**config.mk**
```make
export PLATFORM = sky130hd
export DESIGN_NAME = edge_trig_alu
export DESIGN_NICKNAME = d
export VERILOG_FILES = /design/src/rtl/edge_trig_pkg.sv /design/src/rtl/edge_trig_lane.sv /design/src/rtl/edge_trig_alu.sv
export SDC_FILE = /design/constraint.sdc
export NUM_CORES = 1
export LEC_CHECK = 0
export BUFFER_PORTS_ARGS = -buffer_cell sky130_fd_sc_hd__buf_2
export CELL_PAD_IN_SITES_DETAIL_PLACEMENT = 0
export CELL_PAD_IN_SITES_GLOBAL_PLACEMENT = 1
export CORE_ASPECT_RATIO = 1.5
export CORE_MARGIN = 10
export CORE_UTILIZATION = 25
export CTS_CLUSTER_DIAMETER = 40
export DETAILED_ROUTE_END_ITERATION = 16
export GPL_ROUTABILITY_DRIVEN = 0
export PLACE_DENSITY_LB_ADDON = 0.08
export SYNTH_ARGS = -nofsm -noshare
export SYNTH_HDL_FRONTEND = slang
export SYNTH_SLANG_ARGS = --single-unit
```
**constraint.sdc**
```tcl
create_clock -name clk -period 4.65 [get_ports clk]
set_input_delay 0.465 -clock clk [delete_from_list [all_inputs] [get_ports clk]]
set_output_delay 0.465 -clock clk [all_outputs]
set_load 0.01 [all_outputs]
```
**src/rtl/edge_trig_pkg.sv**
```systemverilog
// Shared types and lane-slicing helpers for the edge-triggered multi-lane ALU.
package edge_trig_pkg;

  typedef enum logic [1:0] {
    CSEL  = 2'd0,
    ADD   = 2'd1,
    SUB   = 2'd2,
    ADIFF = 2'd3
  } alu_mode_t;

  localparam int DEF_NBITS  = 8;
  localparam int DEF_NLANES = 4;
  localparam int DEF_NCOUNT = 16;

  // Lane i occupies [lane_lo(i) +: nbits] of every packed lane bus.
  function automatic int lane_lo(input int lane, input int nbits);
    return lane * nbits;
  endfunction

endpackage

```
**src/rtl/edge_trig_lane.sv**
```systemverilog
// One combinational ALU lane: compare-select add/sub, add, sub and absolute difference.
// Define EDGE_TRIG_ALU_SATURATE_EN to clamp add overflow to all-ones and sub underflow to zero.
module edge_trig_lane
  import edge_trig_pkg::*;
#(
  parameter int NBITS = DEF_NBITS
) (
  input  logic             a_gt_b,
  input  alu_mode_t        mode,
  input  logic [NBITS-1:0] a,
  input  logic [NBITS-1:0] b,
  output logic [NBITS-1:0] result
);

`ifdef EDGE_TRIG_ALU_SATURATE_EN
  localparam bit SAT = 1'b1;
`else
  localparam bit SAT = 1'b0;
`endif

  logic [NBITS:0]   sum;
  logic [NBITS:0]   diff;
  logic [NBITS-1:0] add_res;
  logic [NBITS-1:0] sub_res;
  logic [NBITS-1:0] adiff_res;

  // The extra top bit of sum/diff is the carry/borrow that drives saturation.
  always_comb begin
    sum       = {1'b0, a} + {1'b0, b};
    diff      = {1'b0, a} - {1'b0, b};
    add_res   = sum[NBITS-1:0];
    sub_res   = diff[NBITS-1:0];
    if (SAT && sum[NBITS]) begin
      add_res = '1;
    end
    if (SAT && diff[NBITS]) begin
      sub_res = '0;
    end
    adiff_res = a_gt_b ? diff[NBITS-1:0] : (b - a);
    result    = '0;
    case (mode)
      CSEL:    result = a_gt_b ? add_res : sub_res;
      ADD:     result = add_res;
      SUB:     result = sub_res;
      ADIFF:   result = adiff_res;
      default: result = '0;
    endcase
  end

endmodule

```
**src/rtl/edge_trig_alu.sv**
```systemverilog
// Two-stage valid/ready pipelined NLANES x NBITS ALU with an accepted-beat counter.
// Optional macro EDGE_TRIG_ALU_SATURATE_EN enables saturating add/sub inside each lane.
module edge_trig_alu
  import edge_trig_pkg::*;
#(
  parameter int NBITS  = DEF_NBITS,
  parameter int NLANES = DEF_NLANES,
  parameter int NCOUNT = DEF_NCOUNT
) (
  input  logic                    clk,
  input  logic                    rst_n,
  input  logic                    in_valid,
  output logic                    in_ready,
  input  logic [1:0]              mode,
  input  logic [NLANES*NBITS-1:0] a,
  input  logic [NLANES*NBITS-1:0] b,
  output logic                    out_valid,
  input  logic                    out_ready,
  output logic [NLANES*NBITS-1:0] xout,
  output logic [NLANES-1:0]       gt,
  output logic [NCOUNT-1:0]       out_count
);

  localparam int W = NLANES * NBITS;

  logic              s1_valid_q, s1_valid_d;
  logic [W-1:0]      s1_a_q, s1_a_d;
  logic [W-1:0]      s1_b_q, s1_b_d;
  alu_mode_t         s1_mode_q, s1_mode_d;
  logic [NLANES-1:0] s1_gt_q, s1_gt_d;

  logic              s2_valid_q, s2_valid_d;
  logic [W-1:0]      xout_q, xout_d;
  logic [NLANES-1:0] gt_q, gt_d;
  logic [NCOUNT-1:0] count_q, count_d;

  logic [NLANES-1:0] gt_in;
  logic [W-1:0]      lane_res;
  logic              s1_load;
  logic              s2_load;

  always_comb begin
    gt_in = '0;
    for (int i = 0; i < NLANES; i++) begin
      gt_in[i] = a[lane_lo(i, NBITS) +: NBITS] > b[lane_lo(i, NBITS) +: NBITS];
    end
  end

  for (genvar i = 0; i < NLANES; i++) begin : g_lane
    edge_trig_lane #(
      .NBITS(NBITS)
    ) u_lane (
      .a_gt_b(s1_gt_q[i]),
      .mode  (s1_mode_q),
      .a     (s1_a_q[lane_lo(i, NBITS) +: NBITS]),
      .b     (s1_b_q[lane_lo(i, NBITS) +: NBITS]),
      .result(lane_res[lane_lo(i, NBITS) +: NBITS])
    );
  end

  // A stage advances only when the stage after it can take its contents,
  // so in_ready is the stage-1 load enable and depends combinationally on out_ready.
  always_comb begin
    s2_load    = !s2_valid_q || out_ready;
    s1_load    = !s1_valid_q || s2_load;

    s1_valid_d = s1_valid_q;
    s1_a_d     = s1_a_q;
    s1_b_d     = s1_b_q;
    s1_mode_d  = s1_mode_q;
    s1_gt_d    = s1_gt_q;
    s2_valid_d = s2_valid_q;
    xout_d     = xout_q;
    gt_d       = gt_q;
    count_d    = count_q;

    if (s1_load) begin
      s1_valid_d = in_valid;
      if (in_valid) begin
        s1_a_d    = a;
        s1_b_d    = b;
        s1_mode_d = alu_mode_t'(mode);
        s1_gt_d   = gt_in;
      end
    end

    // Results only change when a real beat moves in, keeping xout quiet on bubbles.
    if (s2_load) begin
      s2_valid_d = s1_valid_q;
      if (s1_valid_q) begin
        xout_d = lane_res;
        gt_d   = s1_gt_q;
      end
    end

    if (s2_valid_q && out_ready) begin
      count_d = count_q + NCOUNT'(1);
    end
  end

  always_ff @(posedge clk or negedge rst_n) begin
    if (!rst_n) begin
      s1_valid_q <= 1'b0;
      s1_a_q     <= '0;
      s1_b_q     <= '0;
      s1_mode_q  <= CSEL;
      s1_gt_q    <= '0;
      s2_valid_q <= 1'b0;
      xout_q     <= '0;
      gt_q       <= '0;
      count_q    <= '0;
    end else begin
      s1_valid_q <= s1_valid_d;
      s1_a_q     <= s1_a_d;
      s1_b_q     <= s1_b_d;
      s1_mode_q  <= s1_mode_d;
      s1_gt_q    <= s1_gt_d;
      s2_valid_q <= s2_valid_d;
      xout_q     <= xout_d;
      gt_q       <= gt_d;
      count_q    <= count_d;
    end
  end

  assign in_ready  = s1_load;
  assign out_valid = s2_valid_q;
  assign xout      = xout_q;
  assign gt        = gt_q;
  assign out_count = count_q;

endmodule

```
; ---- After elaboration in Yosys (flattened, before gate mapping)
; Cells that the tools add are included.
[totals]
output_inout_bits = 54
elab_cells = 49
register_bits = 124
latchBits = 0
mem_bits_ro = 0
ram_bits = 0
n_memories = 0
input_bits = 70
[classes]
div = 0
bitwise = 0
add_sub_neg = 13
eq_ne = 3
mul = 0
shift = 0
n_mux = 12
n_reduce_logical = 8
order_cmp = 4
[ops]
columns = operator, n
row1 = $pmux 8 s4, 4
row2 = $mux 8, 8
row3 = $sub 8x8->8, 8
row4 = $add 8x8->8, 4
row5 = $gt 8x8->1, 4
row6 = $add 16x1->16 const B, 1
row7 = $eq 2x2->1 const B, 2
row8 = $reduce_and 2->1, 2
row9 = $eq 2x1->1 const B, 1
row10 = $logic_not 1->1, 2
row11 = $logic_not 2->1, 1
row12 = $logic_or 1x1->1, 2
row13 = $logic_and 1x1->1, 1

; ---- Logic depth before layout (Yosys ltp)
; Gate-level depths: netlist of the first run.
[logic_depth]
ltp_word = 4
ltp_mapped = 11
depth_no_buf = 11

; ---- Modules after synthesis
; Synthesis of the first run repeated with hierarchy kept, for this count alone.
[unflattened]
cells_unflattened = 1072
area_unflattened_um2 = 10268.6
[by_module_without_submodules]
columns = mod, area_per_inst_um2, instances, cells_per_inst, seq_area_each_um2
row1 = edge_trig_alu, 5532.8, 1, 432, 3103.0
row2 = edge_trig_lane (g_lane[1].u_lane), 1194.9, 1, 161, 0.0
row3 = edge_trig_lane (g_lane[0].u_lane), 1192.4, 1, 161, 0.0
row4 = edge_trig_lane (g_lane[3].u_lane), 1177.4, 1, 159, 0.0
row5 = edge_trig_lane (g_lane[2].u_lane), 1171.1, 1, 159, 0.0

; ---- Worst setup path after synthesis of the first run
; No wires, ideal clock.
[synth_path]
kind = reg-to-reg
startpoint = register s1_b_q[0]
endpoint = register xout_q[6] (netlist: xout[6])
required_time_ns = 4.584
path_buffers = 0
setup_time_ns = 0.066
t_arrival_ns = 2.170
path_slack_ns = 2.414
path_stages_with_launch = 10
cell_sequence = dfrtp_1 -> ha_1 -> fa_1 -> nor2b_1 -> or3_1 -> a21oi_1 -> o21bai_1 -> xor2_1 -> a221oi_1 -> a22o_1
[synth_via]
elab_chain_len = 3
elab_cells_between_ends = 6
classes_between = add/sub (3) / mux (3)
[synth_lines]
columns = element, line_no
row1 = start: declaration, edge_trig_alu.sv:28  ; logic [W-1:0] s1_b_q, s1_b_d;
row2 = start signal: assignment, edge_trig_alu.sv:105  ; s1_b_q <= '0;
row3 = start signal: assignment, edge_trig_alu.sv:115  ; s1_b_q <= s1_b_d;
row4 = "$sub 8x8->8, or another cell as far along", edge_trig_lane.sv:39  ; adiff_res = a_gt_b ? diff[NBITS-1:0] : (b - a);
row5 = "$mux 8, on equally long branches", "edge_trig_lane.sv:39, edge_trig_lane.sv:42"
row6 = $pmux 8 s4 *, edge_trig_lane.sv:41  ; case (mode)
row7 = end signal: assignment, edge_trig_alu.sv:119  ; xout_q <= xout_d;
row8 = end: declaration, edge_trig_alu.sv:33  ; logic [W-1:0] xout_q, xout_d;
; Every way passes the cells marked *; elsewhere a longest branch is shown, timed or not.
; A chain may end at the register's enable or synchronous reset.

; ---- Worst setup path in the final report of the first run
[layout_path]
startpoint = register s1_mode_q[0]
endpoint = register xout_q[14] (netlist: xout[14])
[layout_via]
elab_chain_len = 2
elab_cells_between_ends = 5
classes_between = eq/ne (3) / mux (1) / reduce/logical (1)
[layout_lines]
columns = element, line_no
row1 = start: declaration, edge_trig_alu.sv:29  ; alu_mode_t s1_mode_q, s1_mode_d;
row2 = start signal: assignment, edge_trig_alu.sv:116  ; s1_mode_q <= s1_mode_d;
row3 = "$eq 2x2->1, or another cell as far along", edge_trig_lane.sv:41
row4 = $pmux 8 s4 *, edge_trig_lane.sv:41
; Marks and branches as above.

==> results by group, run 1 <==
Timing
  • Clock Skews: around 0.0065 ns
  • Hold Fails Final Rpt: 0
  • Final period util: 55.8%
  • Final setup violation count: 0
  • Max-slew headroom: 42.2%
  • RSZ-0062 raised after global routing: false
  • Setup TNS: 0 ns
  • Fin crit period: 2.60 ns
  • Fmax: 385 MHz
  • Worst-margin pin slew: 0.867 ns
  • Slew Viols, Final: 0

Final layout
  • Fin nets: 1,387
  • Non-Filler Instances: 1,692
  • Proportion of layout cells with a drive suffix above 1: approximately 18%
  • Most frequent cells in the layout: 124 x dfrtp_1, 122 x buf_2, 121 x ha_1
  • Commonest non-fill, non-tap cell in the layout: dfrtp_1
  • Antenna fix cells: 0
  • P&R area growth vs syn: 17.1%

Global route
  • Met3 GRT Util: 2.72%
  • Initial antenna violation count: 0
  • Vias in the first global route: 8,406
  • Global-route wire length before repair: 47,400 µm
  • Met1 GRT Util: 13.9%
  • Most Used Layer, Global Route: met2
  • GR met2 Demand/Resource: 23.8%
  • Largest net degree at the start of global routing: 83
  • Gr usage total: 12.7%
  • Grt ovf: 0

Yosys
  • Post-synth top area cell: dfrtp_1
  • Seq/Total Area, Yosys: 32.2%
  • Yosys top cell area share: 32.2%
  • Fraction of registers with async set/reset: between 90% and 100%
  • Post-Syn Area: 9630 µm²
  • Post-synthesis instance total: 1,082
  • Synth Register Bits: roughly 120
  • Synth Flop Type: dfrtp_1
  • Mean Syn Cell Area: a little under 9 µm²
  • Total number of yosys warnings: 0
  • Mapped Nets: 1,285
  • Synth cell types: 66
  • EDFF count, synth: 0
  • Synth area leaders: dfrtp_1 32%, ha_1 16%, o21ai_0 5.2%, inv_1 4.6%, mux2_2 4.2%

Route
  • Final ANT Viol Nets: 0
  • Drt initial violations: 404
  • Via count: 7,852
  • Post-Route WL: 29,700 µm
  • WL per Instance: 17.5 µm
  • Post-DR vias/cell: 4.64
  • Residual DRC count: 0
  • Detailed-router iteration count before antenna repair: 5

Flow run
  • Max-Cap Viols: 0

Power
  • PwrDens: between 400 and 500 nW/µm²
  • Power, Total: 5090 µW
  • Max VDD drop: between 0.00015 and 0.0002 V
  • Static Leak: about 0.0054 µW

Die
  • # IOs: 124
  • Die area: 46,900 µm²
  • Number of placement rows: 88
  • Core area: 38,300 µm²
  • Initial Utilization: 25.1%
  • Die height: 260 µm
  • Die width: 180 µm

Clocking
  • # H-tree levels: 4
  • Clock Pin Slew Worst Setup and Hold Paths: 0.06 ns
  • Clk root buf: clkbuf_16
  • CTS tree: built
  • Clk sinks: 124
  • Clk_lat worst skew: 0.45 ns
  • Setup Buffers After CTS: 0
  • Num CTS Buffers: 17
  • CTS Hold Bufs: 0
  • PostCTS Resize Cnt: 0
  • Clock buffer depth: 2

Setup path
  • Crit path max fanout: 13
  • Arrival time of the worst setup path: 2.90 ns
  • Crit end category: register
  • CP Launch Type: register
  • Worst Path Required: 4.95 ns
  • WS Path Type: register to register
  • Flop2flop setup slack: a little over 2 ns

Place
  • Post-Place Cells: 1,660
  • Port Buffers: 123
  • DP Wirelength: between 20,000 and 25,000 µm

Outcome
  • Status: finished clean

Min path
  • Type of the most critical hold path: input pin to asynchronous set/reset pin
-- sequential cells by signal, summed over array words and instances (netlist names) --
name / flops
gt: 4
out_count: 16
out_valid: 1
s1_a_q: 32
s1_b_q: 32
s1_gt_q: 4
s1_mode_q: 2
s1_valid_q: 1
xout: 32
-- synthesized netlist by cell type (all sizes together) (16+ instances only) --
cell	number
nor2b	16
mux2	36
xnor2	39
ha	121
a211oi	16
nand2b	18
o21ai	105
xor2	24
nand2	103
a21oi	62
dfrtp	124
clkbuf	27
a21o	16
buf	20
nor2	63
inv	119
-- area by class of cell --
class / count / area, µm²
Clock buffer: 18 / 439
Clock inverter: 14 / 170
Fill cell: 4144 / 27000
Inverter: 119 / 447
Multi-Input combinational cell: 792 / 5820
Sequential cell: 124 / 3100
Tap cell: 495 / 619
Timing Repair Buffer: 130 / 674
-- worst max-delay path, stage by stage, from the launching register on --
cell,delay [ns]
dfrtp_1,0.62
buf_4,0.28
nor2b_1,0.51
mux2_2,0.40
o21ai_1,0.13
a211oi_1,0.07
nor3_1,0.23
xnor2_1,0.15
o21ai_1,0.07
-- logic make-up (layout without fill, tap and decap cells) --
group / Yosys count / after routing / share of synthesized area [%]
buf+inv: 166 / 281 / 7.36
mux: 38 / 38 / 4.42
simple gates: 256 / 256 / 12.3
fa+ha+maj: 133 / 133 / 18.2
compound gates: 302 / 302 / 19.8
flops: 124 / 124 / 32.2
xor+xnor: 63 / 63 / 5.73
-- path summary, 6_finish.rpt --
check                               from             to  cells past startpoint
max                         s1_mode_q[0]       xout[14]                      8
min                                rst_n       xout[24]                      1
max reg2reg                 s1_mode_q[0]       xout[14]                      8
min reg2reg                out_count[15]  out_count[15]                      1
max in group asynchronous          rst_n      s1_b_q[6]                      2
min in group clk                in_valid     s1_valid_q                      2
-- through the flow --
step | utilization, % | hold WS, ns | worst slack [ns] | cell area, µm²
3_5_place_dp | 27.8 | 0.461 | 2.06 | 10700
2_1_floorplan | - | 0.169 | 2.41 | 9630
3_3_place_gp | 27.8 | 0.461 | 2.08 | 10700
5_1_grt | 29.4 | 0.149 | 1.77 | 11300
6_report | 29.4 | 0.0541 | 2.05 | 11300
4_1_cts | 29.4 | 0.132 | 2.03 | 11300
-- layer usage --
layer  vias up  routed length [µm]
li1       3925                   -
met1      3735               12100
met2       157               15800
met3        35                1170
met4         0                 589
met5         -                   0
-- report_power, final --
group / switching, µW / internal, µW
registers: 260 / 1330
logic: 1220 / 873
clock network: 555 / 855
total: 2040 / 3050
Note: power is estimated with default switching activity, not from simulation.
==> run 2, diff against run 1 <==
clock period = 2.71 ns   (was 4.65 ns; I/O delays follow)
==> run 2 against run 1 <==
  * Total power grew 73%
  * Largest power group unchanged
  * Sequential share of layout area shrank 0.65 points
  * Critical path type unchanged
  * Die area is the same
==> results by group, run 2 (synthesis results as in run 1) <==
Outcome
  • Status: finished clean

Route
  • Drt initial violations: 309
  • Post-Route WL: 30,200 µm
  • Residual DRC count: 0
  • Detailed-router iteration count before antenna repair: 4
  • Via count: 7,933
  • WL per Instance: 17.5 µm
  • Final ANT Viol Nets: 0
  • Post-DR vias/cell: 4.60

Setup path
  • Crit end category: register
  • Crit path max fanout: 4
  • Arrival time of the worst setup path: roughly 2.8 ns
  • CP Launch Type: register
  • WS Path Type: register to register
  • Worst Path Required: 3.02 ns

Timing
  • Worst-margin pin slew: about 0.64 ns
  • Slew Viols, Final: 0
  • Final period util: 92.2%
  • Final setup margin: about 0.21 ns
  • Fmax: 400 MHz
  • Hold Fails Final Rpt: 0
  • Fin crit period: 2.50 ns
  • Hold slack final: about 0.06 ns
  • Clock Skews: 0.0109 ns
  • Setup TNS: 0 ns
  • RSZ-0062 raised after global routing: false
  • Final setup violation count: 0
  • Max-slew headroom: 57.0%

Global route
  • Global-route wire length before repair: 48,200 µm
  • Gr usage total: 13.0%
  • Vias in the first global route: 8,626
  • Grt ovf: 0
  • Initial antenna violation count: 0
  • Largest net degree at the start of global routing: 62

Clocking
  • Num CTS Buffers: 17
  • Clk sinks: around 120
  • Clock Pin Slew Worst Setup and Hold Paths: 0.06 ns
  • Clk_lat worst skew: 0.45 ns
  • Clk root buf: clkbuf_16
  • CTS tree: built
  • # H-tree levels: 4
  • Clock buffer depth: 2
  • Setup Buffers After CTS: 0

Final layout
  • Proportion of layout cells with a drive suffix above 1: around a fifth
  • Commonest non-fill, non-tap cell in the layout: dfrtp_1
  • Antenna fix cells: 0
  • P&R area growth vs syn: 20.0%
  • Most frequent cells in the layout: 124 x dfrtp_1, 122 x buf_2, 121 x ha_1
  • Fin nets: between 1,000 and 1,500

Place
  • Worst slack, placed: 0.236 ns
  • Port Buffers: 123
  • DP Wirelength: 24,200 µm

Power
  • Static Leak: 0.00557 µW
  • PwrDens: 761 nW/µm²
  • Power, Total: 8790 µW
  • Max VDD drop: 0.000282 V

Die
  • Number of placement rows: 88
  • Core area: between 30,000 and 40,000 µm²
  • Initial Utilization: 25.1%
  • Die height: ~260 µm
  • Die area: 46,900 µm²
  • # IOs: 124
  • Die width: 180 µm

Flow run
  • Max-Cap Viols: 0

Min path
  • Type of the most critical hold path: input pin to register
run 2: cell types whose count changed in the layout (fill, tap and decap cells not counted), sizes merged:
cell / delta
dlygate4sd3: +1
inv: -1
bufinv: -1
clkinv: +4
clkbuf: +3
clkinvlp: -5
buf: +31
run 2: area by class of cell:
class                      instances  area [µm²]
sequential                       124        3100
fill                            4199       26800
timing repair buffer             162         967
clock inverter                    11         118
tap                              495         619
multi-input combinational        792        5820
inverter                         119         447
clock buffer                      21         470
run 2: layer usage:
| layer | global-route usage [%] | vias up | part of all wire, % |
|---|---|---|---|
| met1 | 14.2 | 3786 | 41 |
| met5 | 0 | - | 0 |
| met4 | 4.16 | 0 | 1.6 |
| met3 | 2.31 | 34 | 2.7 |
| li1 | - | 3984 | - |
| met2 | 24.7 | 129 | 54 |
run 2: timing repair:
item,CTS,global route
endpoints found under the hold margin,42,0
gates resized for setup,0,1
hold buffers,1,0
endpoints found under the setup margin,0,1
run 2: worst paths after layout:
check                           endpoint     startpoint  cells after the start  slack, ns
setup / recovery                xout[14]      s1_b_q[8]                     10       0.21
hold / removal              s1_mode_q[0]        mode[0]                      2       0.06
setup reg to reg                xout[14]      s1_b_q[8]                     10       0.21
hold reg to reg            out_count[15]  out_count[15]                      1       0.47
max in group asynchronous   out_count[9]          rst_n                      3       1.58
min in group asynchronous       xout[24]          rst_n                      2       0.33
run 2: worst max-delay path: stages, from the launching register on:
cell	delay [ns]
dfrtp_1	0.39
inv_1	0.06
ha_1	0.23
fa_1	0.43
nand2b_1	0.17
a21boi_0	0.38
o21ai_0	0.16
a211oi_1	0.25
nor3_1	0.09
xnor2_1	0.14
o21ai_1	0.07
run 2: stage by stage:
stage,area [µm²],utilization [%],cells
after floorplan,9630,-,1082
after global placement,10900,28.6,1691
after detailed placement,10900,28.6,1691
after CTS,11500,30.1,1724
after global routing,11500,30.1,1724
final,11500,30.1,1724
run 2: power by group:
part / total, µW / switching (µW) / internal, µW
registers: 2710 / 432 / 2270
clock network: 2330 / 912 / 1420
logic: 3750 / 2130 / 1620
